`config.mk`:
```
export PLATFORM = sky130hd
export DESIGN_NAME = enabler
export DESIGN_NICKNAME = d
export VERILOG_FILES = /design/src/rtl/enabler.sv
export SDC_FILE = /design/constraint.sdc
export NUM_CORES = 1
export LEC_CHECK = 0
export CORE_UTILIZATION = 35
export CTS_CLUSTER_SIZE = 12
export DETAILED_ROUTE_END_ITERATION = 6
export GPL_ROUTABILITY_DRIVEN = 0
export GPL_TIMING_DRIVEN = 0
export SLEW_MARGIN = 30
export SYNTH_ARGS = -nofsm -noshare
export SYNTH_HDL_FRONTEND = slang
export SYNTH_SLANG_ARGS = --single-unit
```
`constraint.sdc`:
```
create_clock -name clk -period 1.61 [get_ports clk]
set_clock_uncertainty 0.1 [all_clocks]
set_input_delay 0.322 -clock clk [delete_from_list [all_inputs] [get_ports clk]]
set_output_delay 0.322 -clock clk [all_outputs]
set_load 0.05 [all_outputs]
```
`src/rtl/enabler.sv`:
```
// -----------------------------------------------------------------------------
// enabler
//
// Generates one LCD bus strobe transaction: the register-select line (rs) is
// latched at the start edge, the E strobe (en) rises after a setup interval,
// stays high for the pulse interval, and a hold interval follows before a
// one-clock completion pulse (en_done).  Timing is counted in clk cycles by a
// single 8-bit down-counter shared by all timed states.
//
// Parameters
//   SETUP_CYC : clocks from the rs update to the en rise          (1..255)
//   PULSE_CYC : clocks en is held high                            (1..255)
//   HOLD_CYC  : clocks rs is held after en falls                  (1..255)
//
// Ports
//   clk     : in  - single clock, all state changes on its rising edge
//   rst     : in  - asynchronous active-low reset
//   go      : in  - start request, level-sensitive, sampled in IDLE only
//   enable  : in  - block enable, gates new starts (sampled in IDLE only)
//   rs_in   : in  - register-select value captured at the start edge
//   rs      : out - registered LCD register-select line
//   en      : out - registered LCD E strobe
//   en_done : out - registered one-clock completion pulse
// -----------------------------------------------------------------------------
module enabler #(
   parameter int unsigned SETUP_CYC = 2,
   parameter int unsigned PULSE_CYC = 13,
   parameter int unsigned HOLD_CYC  = 2
) (
   input  logic clk,
   input  logic rst,
   input  logic go,
   input  logic enable,
   input  logic rs_in,
   output logic rs,
   output logic en,
   output logic en_done
);

   localparam logic [2:0] IDLE  = 3'd0;
   localparam logic [2:0] SETUP = 3'd1;
   localparam logic [2:0] PULSE = 3'd2;
   localparam logic [2:0] HOLD  = 3'd3;
   localparam logic [2:0] DONE  = 3'd4;

   localparam logic [7:0] SETUP_LOAD = 8'(SETUP_CYC);
   localparam logic [7:0] PULSE_LOAD = 8'(PULSE_CYC);
   localparam logic [7:0] HOLD_LOAD  = 8'(HOLD_CYC);

   logic [2:0] state_reg, state_next;
   logic [7:0] cnt_reg, cnt_next;
   logic       rs_reg, rs_next;
   logic       en_reg, en_next;
   logic       done_reg, done_next;
   logic       cnt_last;

   // The counter is loaded with the state length on entry; the state is left
   // on the edge where the counter reads 1, so a load of N yields N clocks.
   assign cnt_last = (cnt_reg == 8'd1);

   always_comb begin
      state_next = state_reg;
      cnt_next   = cnt_reg;
      rs_next    = rs_reg;

      case (state_reg)
         IDLE: begin
            cnt_next = 8'd0;
            if (go && enable) begin
               state_next = SETUP;
               cnt_next   = SETUP_LOAD;
               rs_next    = rs_in;
            end
         end
         SETUP: begin
            if (cnt_last) begin
               state_next = PULSE;
               cnt_next   = PULSE_LOAD;
            end else begin
               cnt_next = cnt_reg - 8'd1;
            end
         end
         PULSE: begin
            if (cnt_last) begin
               state_next = HOLD;
               cnt_next   = HOLD_LOAD;
            end else begin
               cnt_next = cnt_reg - 8'd1;
            end
         end
         HOLD: begin
            if (cnt_last) begin
               state_next = DONE;
               cnt_next   = 8'd0;
            end else begin
               cnt_next = cnt_reg - 8'd1;
            end
         end
         DONE: begin
            state_next = IDLE;
            cnt_next   = 8'd0;
         end
         default: begin
            state_next = IDLE;
            cnt_next   = 8'd0;
         end
      endcase
   end

   // Outputs are decoded from the next state and registered, so en and
   // en_done line up exactly with the state they belong to while still
   // coming straight from flops.
   always_comb begin
      en_next   = (state_next == PULSE);
      done_next = (state_next == DONE);
   end

   always_ff @(posedge clk or negedge rst) begin
      if (!rst) begin
         state_reg <= IDLE;
         cnt_reg   <= 8'd0;
         rs_reg    <= 1'b0;
         en_reg    <= 1'b0;
         done_reg  <= 1'b0;
      end else begin
         state_reg <= state_next;
         cnt_reg   <= cnt_next;
         rs_reg    <= rs_next;
         en_reg    <= en_next;
         done_reg  <= done_next;
      end
   end

   assign rs      = rs_reg;
   assign en      = en_reg;
   assign en_done = done_reg;

endmodule

```
==> qor.csv, run 1 <==
metric,value,unit
"Most Used Layer, Global Route",met2,
top-area cell type share of the netlist area,0.5128,
initial antenna violation count,0,
FP Rows,15,
die area,2133,um2
top post-synthesis cells by count,"dfrtp_1 (14), a21oi_1 (7), inv_1 (4), nand2_1 (4), or4_1 (4)",
Final Hold Viols,0,
Area growth syn-to-layout,39.93,%
Core Region,1783,um2
final setup margin,-137.2,ps
Overflow after GRT,0,
Ant. Diodes,0,
"Setup violations, final",3,
Critical Path Sink Type,flip-flop,
fin util,0.5361,
fillcell total,164,
Crit Path Class,reg2reg,
Non-Filler Instances,109,
Final #Nets,93,
VDD IR-drop max,0.9098,mV
Placed Area,784.5,um2
"FFs w/ async S/R, synth",1.000,
failing checks,setup timing,
largest family of logic cells by synthesized area,simple AND/OR/NAND/NOR gates,
final instance area,955.9,um2
max cap viols,0,
Die Wd,46.18,um
syn_nets,72,
global-route wire length before repair,2511,um
fraction of the mapped netlist area in simple logic gates,0.2070,
router iterations before antenna repair,4,
worst slew pin tran,670.6,ps
DR WL/cell,13.83,um
Die Height,46.18,um
HPWL Detailed,958.9,um
gr usage total,0.1725,
Max Slew Vio Count,0,
largest net degree at the start of global routing,15,
status,"finished, violations left",
Starting DRT DRC Count,7,
met3 Usage GRT,0.03529,
final WL,1508,um
PwrDens,2058,nW/um2
Setup TNS,-187.5,ps
Synth Area in Compound Gates,0.1795,
Initial Util,0.3832,
sequential area share after synthesis,0.5128,
root buf cell,clkbuf_4,
Peak Freq,0.5723,GHz
met2 usage,0.2873,
synth unique cells,26,
ranking of synthesized cells by area,"dfrtp_1 (51%), a21oi_1 (5.1%), or4_1 (4.4%), ha_1 (3.7%), o211ai_1 (3.3%)",
via count,592,
Post-Synth Adder-Cell Area,0.03663,
number of port buffers,7,
setup repair after global routing missed its margin,yes,
top-count cell post-synth,dfrtp_1,
TritonCTS buffer count,3,
"Cell Area, Synth",683.2,um2
post-cts hold buffer count,0,
"FF+latch count, synth",14,
Seq. cell area,352.8,um2
multi-input logic area,395.4,um2
DR DRC count,0,
Vias/cell,5.431,
Post-DRT Antenna Nets,0,
"CTS clk-pin slew, worst paths",80,ps
static leakage,0.4175,nW
clk sinks,14,
main flop type after synthesis,dfrtp_1,
syn_area_per_cell,10.51,um2
Largest register FFs,8,
Tmin final,1747,ps
H-tree Lvls,1,
CP Max Fanout,3,
TritonCTS clock tree,built,
Slew headroom,0.5516,
mux cell area share after synthesis,0.01648,
Clock Tree Buf Depth,2,
Worst Path Required,1720,ps
XOR/XNOR Fraction of Synth Area,0.02564,
Place WS,-182.8,ps
min-delay worst type,in2async,
Synth area leader,dfrtp_1,
Post-Syn Instances,65,
clock insertion delay at the later pin of the skew report,270,ps
share of cells above drive strength 1,0.3571,
Setup crit start kind,flip-flop,
critical path arrival,1850,ps
M1 GR Usage,0.2077,
Ports,8,
vias in the first global route,598,
Post-synth EDFFs,0,
period utilisation layout,1.085,
Ys Warns,0,
Inst Count DP,97,
==> path summary, 6_finish.rpt <==
path / start / to / slack, ps / cells past startpoint
hold / removal: rst / cnt_reg[5] / 350 / 1
setup / recovery: cnt_reg[4] / cnt_reg[6] / -140 / 3
min in group clk: rs / rs / 420 / 1
setup reg to reg: cnt_reg[4] / cnt_reg[6] / -140 / 3
max in group asynchronous: rst / cnt_reg[2] / 590 / 1
hold reg to reg: rs / rs / 420 / 1
==> critical path: stages, from the launching register on <==
cell	delay (ps)
dfrtp_1	410
or4_4	550
or4_4	500
a21oi_2	120
==> through the flow <==
stage               hold slack, ps  total power, mW
floorplan                   -73.59            1.213
global placement             392.5            1.409
detailed placement           401.6            1.420
CTS                          355.9            1.799
global route                 377.4            2.112
finish                       350.8            1.967
==> cells in the final DEF (no fill, tap or decap), drive strengths merged, types with 2 or more instances in the layout <==
cell           netlist  routed
or4                  5       5
dlygate4sd2          0       2
clkdlybuf4s50        0       4
inv                  4       4
a21oi                7       7
xnor2                2       2
buf                  0       9
nor3                 2       2
dfrtp               14      14
o31ai                3       3
nand4                2       2
o211ai               3       3
nor2                 2       2
or3                  2       2
and3                 2       2
o21ai                2       2
clkbuf               0       3
ha                   2       2
nand2                4       4
==> final cells by class <==
cell class / count / area share
tap: 25 / 0.03272
inverter: 4 / 0.01571
multi-input combinational: 47 / 0.4136
sequential: 14 / 0.3691
timing repair buffer: 16 / 0.1453
clock buffer: 3 / 0.02356
==> power by group <==
group          switching, mW  total, mW  internal (mW)
sequential             0.153      0.642          0.490
combinational          0.584       1.13          0.545
clock                  0.109      0.196         0.0866
==> kinds of logic (layout without fill, tap and decap cells) <==
kind of cell | Yosys count | count (layout)
and+or+nand+nor | 23 | 23
xor gates and xnor gates | 2 | 2
adders and majority gates | 2 | 2
DFF | 14 | 14
AOI/OAI and AO/OA | 19 | 19
muxes | 1 | 1
buffers and inverters | 4 | 23
==> routing by layer <==
metal / part of all wire / up-vias
li1: - / 288
met1: 0.48 / 291
met2: 0.47 / 9
met3: 0.027 / 4
met4: 0.022 / 0
met5: 0 / -
==> what timing repair did <==
item / 4_1_cts / 5_1_grt
pin swaps: 5 / 5
buffers inserted: 8 / 1
endpoints found under the setup margin: 16 / 14
resized for setup: 12 / 12
gates cloned: 0 / 0
No activity file was read; power rests on OpenSTA's default activity.
==> run 2, diff against run 1 <==
REMOVE_ABC_BUFFERS = 1   (was unset)
==> run 2 against run 1 <==
Against the previous run:
- the run still ends with setup timing left
- via count shrank 0.51%
- critical path type unchanged
- critical endpoint unchanged
- design area shrank 0.39%
- critical path depth is the same
- first-iteration DRC count grew 29%
- clock power is essentially flat
- power shrank 0.64%
- worst setup slack gained 11 ps
- global-route usage shrank 0.84 points
- core utilization shrank 0.21 points
- sequential share of layout area grew 0.28 points
==> qor.csv, run 2 (synthesis gave the netlist of run 1 again) <==
metric,value,unit,change
status,"finished, violations left",,
failing checks,setup timing,,
"most common cell after layout, fill and taps aside",dfrtp_1,,
Vias/cell,5.355,,-1.4%
Max Used Layer,met4,,
critical path arrival,1840,ps,about the same
final WL,1564,um,+3.7%
TritonCTS buffer count,3,,unchanged
Die Wd,46.18,um,unchanged
post-cts hold buffer count,0,,unchanged
number of port buffers,7,,unchanged
min-delay worst type,in2async,,
Area growth syn-to-layout,39.38,%,
M1 WL,748,um,+3.6%
via count,589,,-0.51%
Clock Tree Buf Depth,2,,unchanged
Overflow after GRT,0,,unchanged
clock insertion delay at the later pin of the skew report,270,ps,about the same
metal3 WL,40,um,unchanged
VDD IR-drop max,0.8309,mV,-8.7%
die area,2133,um2,unchanged
Max Slew Vio Count,0,,unchanged
vias in the first global route,545,,-8.9%
Largest register FFs,8,,unchanged
Reg2Reg Depth,3,,unchanged
initial antenna violation count,0,,unchanged
max cap viols,0,,unchanged
Tmin final,1736,ps,-11.44 ps
most frequent cells in the layout,"dfrtp_1 (11), buf_4 (10), nand2_1 (4), a21oi_1 (4), clkdlybuf4s50_1 (4)",,
global-route wire length before repair,2387,um,-4.9%
Ant. Diodes,0,,unchanged
"CTS clk-pin slew, worst paths",80,ps,about the same
clk sinks,14,,unchanged
Die Height,46.18,um,unchanged
Slew headroom,0.5663,,+0.01478
worst r2r src,cnt_reg[4],,
Core Region,1783,um2,unchanged
FP Rows,15,,unchanged
router iterations before antenna repair,2,,-2
H-tree Lvls,1,,unchanged
Final Hold Viols,0,,unchanged
Non-Filler Instances,110,,+0.92%
WHS,342.5,ps,-8.267 ps
Inst Count DP,97,,unchanged
share of cells above drive strength 1,0.3765,,+0.01933
"Setup violations, final",9,,+6
DR WL met2,742,um,+4.2%
TritonCTS clock tree,built,,
PwrDens,2052,nW/um2,-0.25%
DR WL/cell,14.22,um,+2.8%
Post-DRT Antenna Nets,0,,unchanged
CP Max Fanout,3,,unchanged
static leakage,0.4203,nW,+0.69%
Final #Nets,94,,+1.1%
gr usage total,0.1641,,-0.008404
Crit Path Class,reg2reg,,
HPWL Detailed,947.2,um,-1.2%
RR Endpoint,cnt_reg[6],,
largest net degree at the start of global routing,15,,unchanged
reg2reg setup slack,-130,ps,about the same
final setup margin,-125.8,ps,+11.44 ps
Initial Util,0.3832,,unchanged
Critical Path Sink Type,flip-flop,,
Ports,8,,unchanged
root buf cell,clkbuf_4,,
DR DRC count,0,,unchanged
Starting DRT DRC Count,9,,+2
Peak Freq,0.5761,GHz,+0.66%
Worst Path Required,1720,ps,about the same
worst slew pin tran,648.4,ps,-22.11 ps
Setup crit start kind,flip-flop,,
period utilisation layout,1.078,,-0.007103
fillcell total,165,,+0.61%
setup repair after global routing missed its margin,yes,,
## run 2: layer usage
| metal | track usage | vias up |
|---|---|---|
| met5 | 0 | - |
| met4 | 0.08824 | 0 |
| met3 | 0.03529 | 4 |
| met2 | 0.2592 | 11 |
| met1 | 0.2067 | 284 |
| li1 | - | 290 |
## run 2: cell type report
class,instances,area (um2),share of cell area
multi-input cells,47,387.9,0.4074
flip-flops and latches,14,354.1,0.3719
repair buffers,17,141.4,0.1485
well taps,25,31.28,0.03285
clock buffers,3,22.52,0.02365
inverters,4,15.01,0.01577
## run 2: repair_timing
action / CTS / global route
pin swaps: 5 / 3
setup endpoints to repair: 16 / 13
setup buffers: 6 / 4
resized for setup: 8 / 14
## run 2: metrics by stage
| stage | setup WS, ps | utilization | TNS [ps] | cell area [um2] | total power, mW |
|---|---|---|---|---|---|
| global placement | -182.6 | 0.4400 | -1441 | 784.5 | 1.409 |
| floorplan | -128.0 | - | -144.8 | 683.2 | 1.214 |
| detailed placement | -204.4 | 0.4400 | -1375 | 784.5 | 1.417 |
| finish | -125.8 | 0.5340 | -448.4 | 952.2 | 1.954 |
| CTS | -112.3 | 0.4835 | -568.9 | 862.1 | 1.728 |
| global route | -145.2 | 0.5340 | -1019 | 952.2 | 2.102 |
## run 2: worst max-delay path: stages (launching register included)
cell     delay (ps)
dfrtp_1         410
or4_4           550
or4_4           490
a21oi_2         120
## run 2: worst max path at each step
| stage | startpoint | to | slack (ps) | depth (start not counted) |
|---|---|---|---|---|
| CTS | cnt_reg[3] | cnt_reg[6] | -110 | 3 |
| floorplan | cnt_reg[2] | cnt_reg[6] | -130 | 3 |
| global placement | cnt_reg[2] | cnt_reg[6] | -180 | 3 |
| global route | cnt_reg[0] | cnt_reg[6] | -150 | 5 |
| detailed placement | cnt_reg[2] | cnt_reg[6] | -200 | 3 |
| finish | cnt_reg[4] | cnt_reg[6] | -130 | 3 |
## run 2: power by group
group	internal [mW]	switching, mW
Clock	0.0866	0.107
Sequential	0.491	0.150
Combinational	0.524	0.595
==> run 3, diff against run 2 <==
CORE_ASPECT_RATIO = 0.8   (was unset)
CTS_CLUSTER_SIZE = 28   (was 12)
clock period = 1.9 ns   (was 1.61 ns; I/O delays follow)
==> run 3 against run 2 <==
Against the previous run:
- critical path depth fell by 2
- highest routed layer unchanged
- sequential power fell by 16%
- the flow now finishes without violations
- routed wire length is 15% lower
- power fell by 28%
- combinational power fell by 37%
- clock power fell by 19%
- worst hold slack better by 40 ps
- largest cell class is now sequential cells
- die area barely moved
- first-iteration DRC count increased by 56%
==> qor.csv, run 3 (synthesis gave the netlist of run 1 again) <==
metric,value,unit,change
WHS,382.7,ps,+40.14 ps
Slew headroom,0.4856,,-0.08075
gr usage total,0.1531,,-0.01101
FP Rows,13,,-2
worst slew pin tran,764.6,ps,+116.1 ps
Critical Path Sink Type,output port,,
Area growth syn-to-layout,20.88,%,
TritonCTS buffer count,3,,unchanged
Die Wd,51.40,um,+11%
VDD IR-drop max,0.7184,mV,-14%
Setup TNS,0,ps,+448.4 ps
Starting DRT DRC Count,14,,+5
number of port buffers,7,,unchanged
Top delay family on crit path,buffers and inverters,,
clk sinks,14,,unchanged
setup repair after global routing missed its margin,no,,
Post-DRT Antenna Nets,0,,unchanged
min-delay worst type,in2async,,
Peak Freq,0.5380,GHz,
fillcell total,180,,+9.1%
Max Slew Vio Count,0,,unchanged
global-route wire length before repair,2463,um,+3.2%
Initial Util,0.3962,,+0.01307
"CTS clk-pin slew, worst paths",80,ps,about the same
Tmin final,1859,ps,
post-cts hold buffer count,0,,unchanged
CP Max Fanout,1,,-2
Final #Nets,86,,-8.5%
root buf cell,clkbuf_4,,
router iterations before antenna repair,4,,+2
status,finished clean,,
Vias/cell,5.424,,+1.3%
via count,537,,-8.8%
final WL,1337,um,-15%
crit-path cells,clkdlybuf4s50_1,,
Setup crit start kind,flip-flop,,
TritonCTS clock tree,built,,
vias in the first global route,525,,-3.7%
Die Height,41.52,um,-10%
Ant. Diodes,0,,unchanged
max cap viols,0,,unchanged
period utilisation layout,0.9783,,
Clock Tree Buf Depth,2,,unchanged
share of cells above drive strength 1,0.1688,,-0.2076
Core Region,1724,um2,-3.3%
slowest CP cell,clkdlybuf4s50_1,,
Crit Path Class,reg2out,,
Ports,8,,unchanged
DR WL/cell,13.51,um,-5.0%
"most common cell after layout, fill and taps aside",dfrtp_1,,
largest net degree at the start of global routing,15,,unchanged
CP bufs+invs,1,,+1
clock insertion delay at the later pin of the skew report,270,ps,about the same
static leakage,0.3661,nW,-13%
HPWL Detailed,955.2,um,+0.84%
crit-path max cell delay,790,ps,+240 ps
"Setup violations, final",0,,-9
critical path arrival,1380,ps,-460 ps
initial antenna violation count,0,,unchanged
most frequent cells in the layout,"dfrtp_1 (13), a21oi_1 (7), clkdlybuf4s50_1 (6)",,
Overflow after GRT,0,,unchanged
DR DRC count,0,,unchanged
H-tree Lvls,1,,unchanged
Largest register FFs,8,,unchanged
PwrDens,1698,nW/um2,-17%
Worst Path Required,1420,ps,-300 ps
Final Hold Viols,0,,unchanged
die area,2134,um2,about the same
run 3: cell count changes in the layout (fill, tap and decap cells not counted), sizes merged:
| cell | before | now |
|---|---|---|
| clkdlybuf4s50 | 4 | 6 |
| dlygate4sd2 | 3 | 1 |
| buf | 10 | 2 |
run 3: metal layers:
| metal | wire, um | vias to the layer above | track usage |
|---|---|---|---|
| li1 | - | 277 | - |
| met3 | 57 | 2 | 0.05495 |
| met2 | 570 | 8 | 0.2104 |
| met5 | 0 | - | 0 |
| met4 | 8 | 0 | 0.03243 |
| met1 | 700 | 250 | 0.2281 |
run 3: layout make-up:
| cell class | instances | area, um2 | area share |
|---|---|---|---|
| tap | 22 | 27.53 | 0.03333 |
| timing repair buffer | 9 | 83.83 | 0.1015 |
| multi-input combinational | 47 | 325.3 | 0.3939 |
| sequential | 14 | 351.6 | 0.4258 |
| inverter | 4 | 15.01 | 0.01818 |
| clock buffer | 3 | 22.52 | 0.02727 |
run 3: per-stage QoR:
step	std cells	cell area, um2	worst slack [ps]	power (mW)	util
finish	99	825.8	41.19	1.402	0.4790
global route	99	825.8	0.01987	1.534	0.4790
CTS	97	802.0	27.65	1.369	0.4652
detailed placement	94	780.7	50.67	1.212	0.4528
global placement	94	780.7	46.30	1.203	0.4528
floorplan	65	683.2	162.0	1.028	-
run 3: final timing paths:
kind                       slack (ps)      endpoint  startpoint  cells after the start
setup / recovery                   40       en_done     en_done                      1
hold reg to reg                   410            rs          rs                      1
hold / removal                    380  state_reg[2]         rst                      1
setup reg to reg                   80    cnt_reg[6]  cnt_reg[2]                      3
max in group asynchronous         890    cnt_reg[2]         rst                      1
min in group clk                  410            rs          rs                      1
run 3: what timing repair did:
item / in CTS / in global routing
cloned: 0 / 0
resized for setup: 1 / 3
buffers inserted: 0 / 2
endpoints found under the setup margin: 1 / 10
pin swaps: 0 / 0
run 3: power by group:
| group | internal [mW] | total [mW] | switching (mW) |
|---|---|---|---|
| sequential | 0.413 | 0.541 | 0.128 |
| combinational | 0.309 | 0.704 | 0.395 |
| clock | 0.0734 | 0.157 | 0.0840 |
| total | 0.795 | 1.40 | 0.607 |
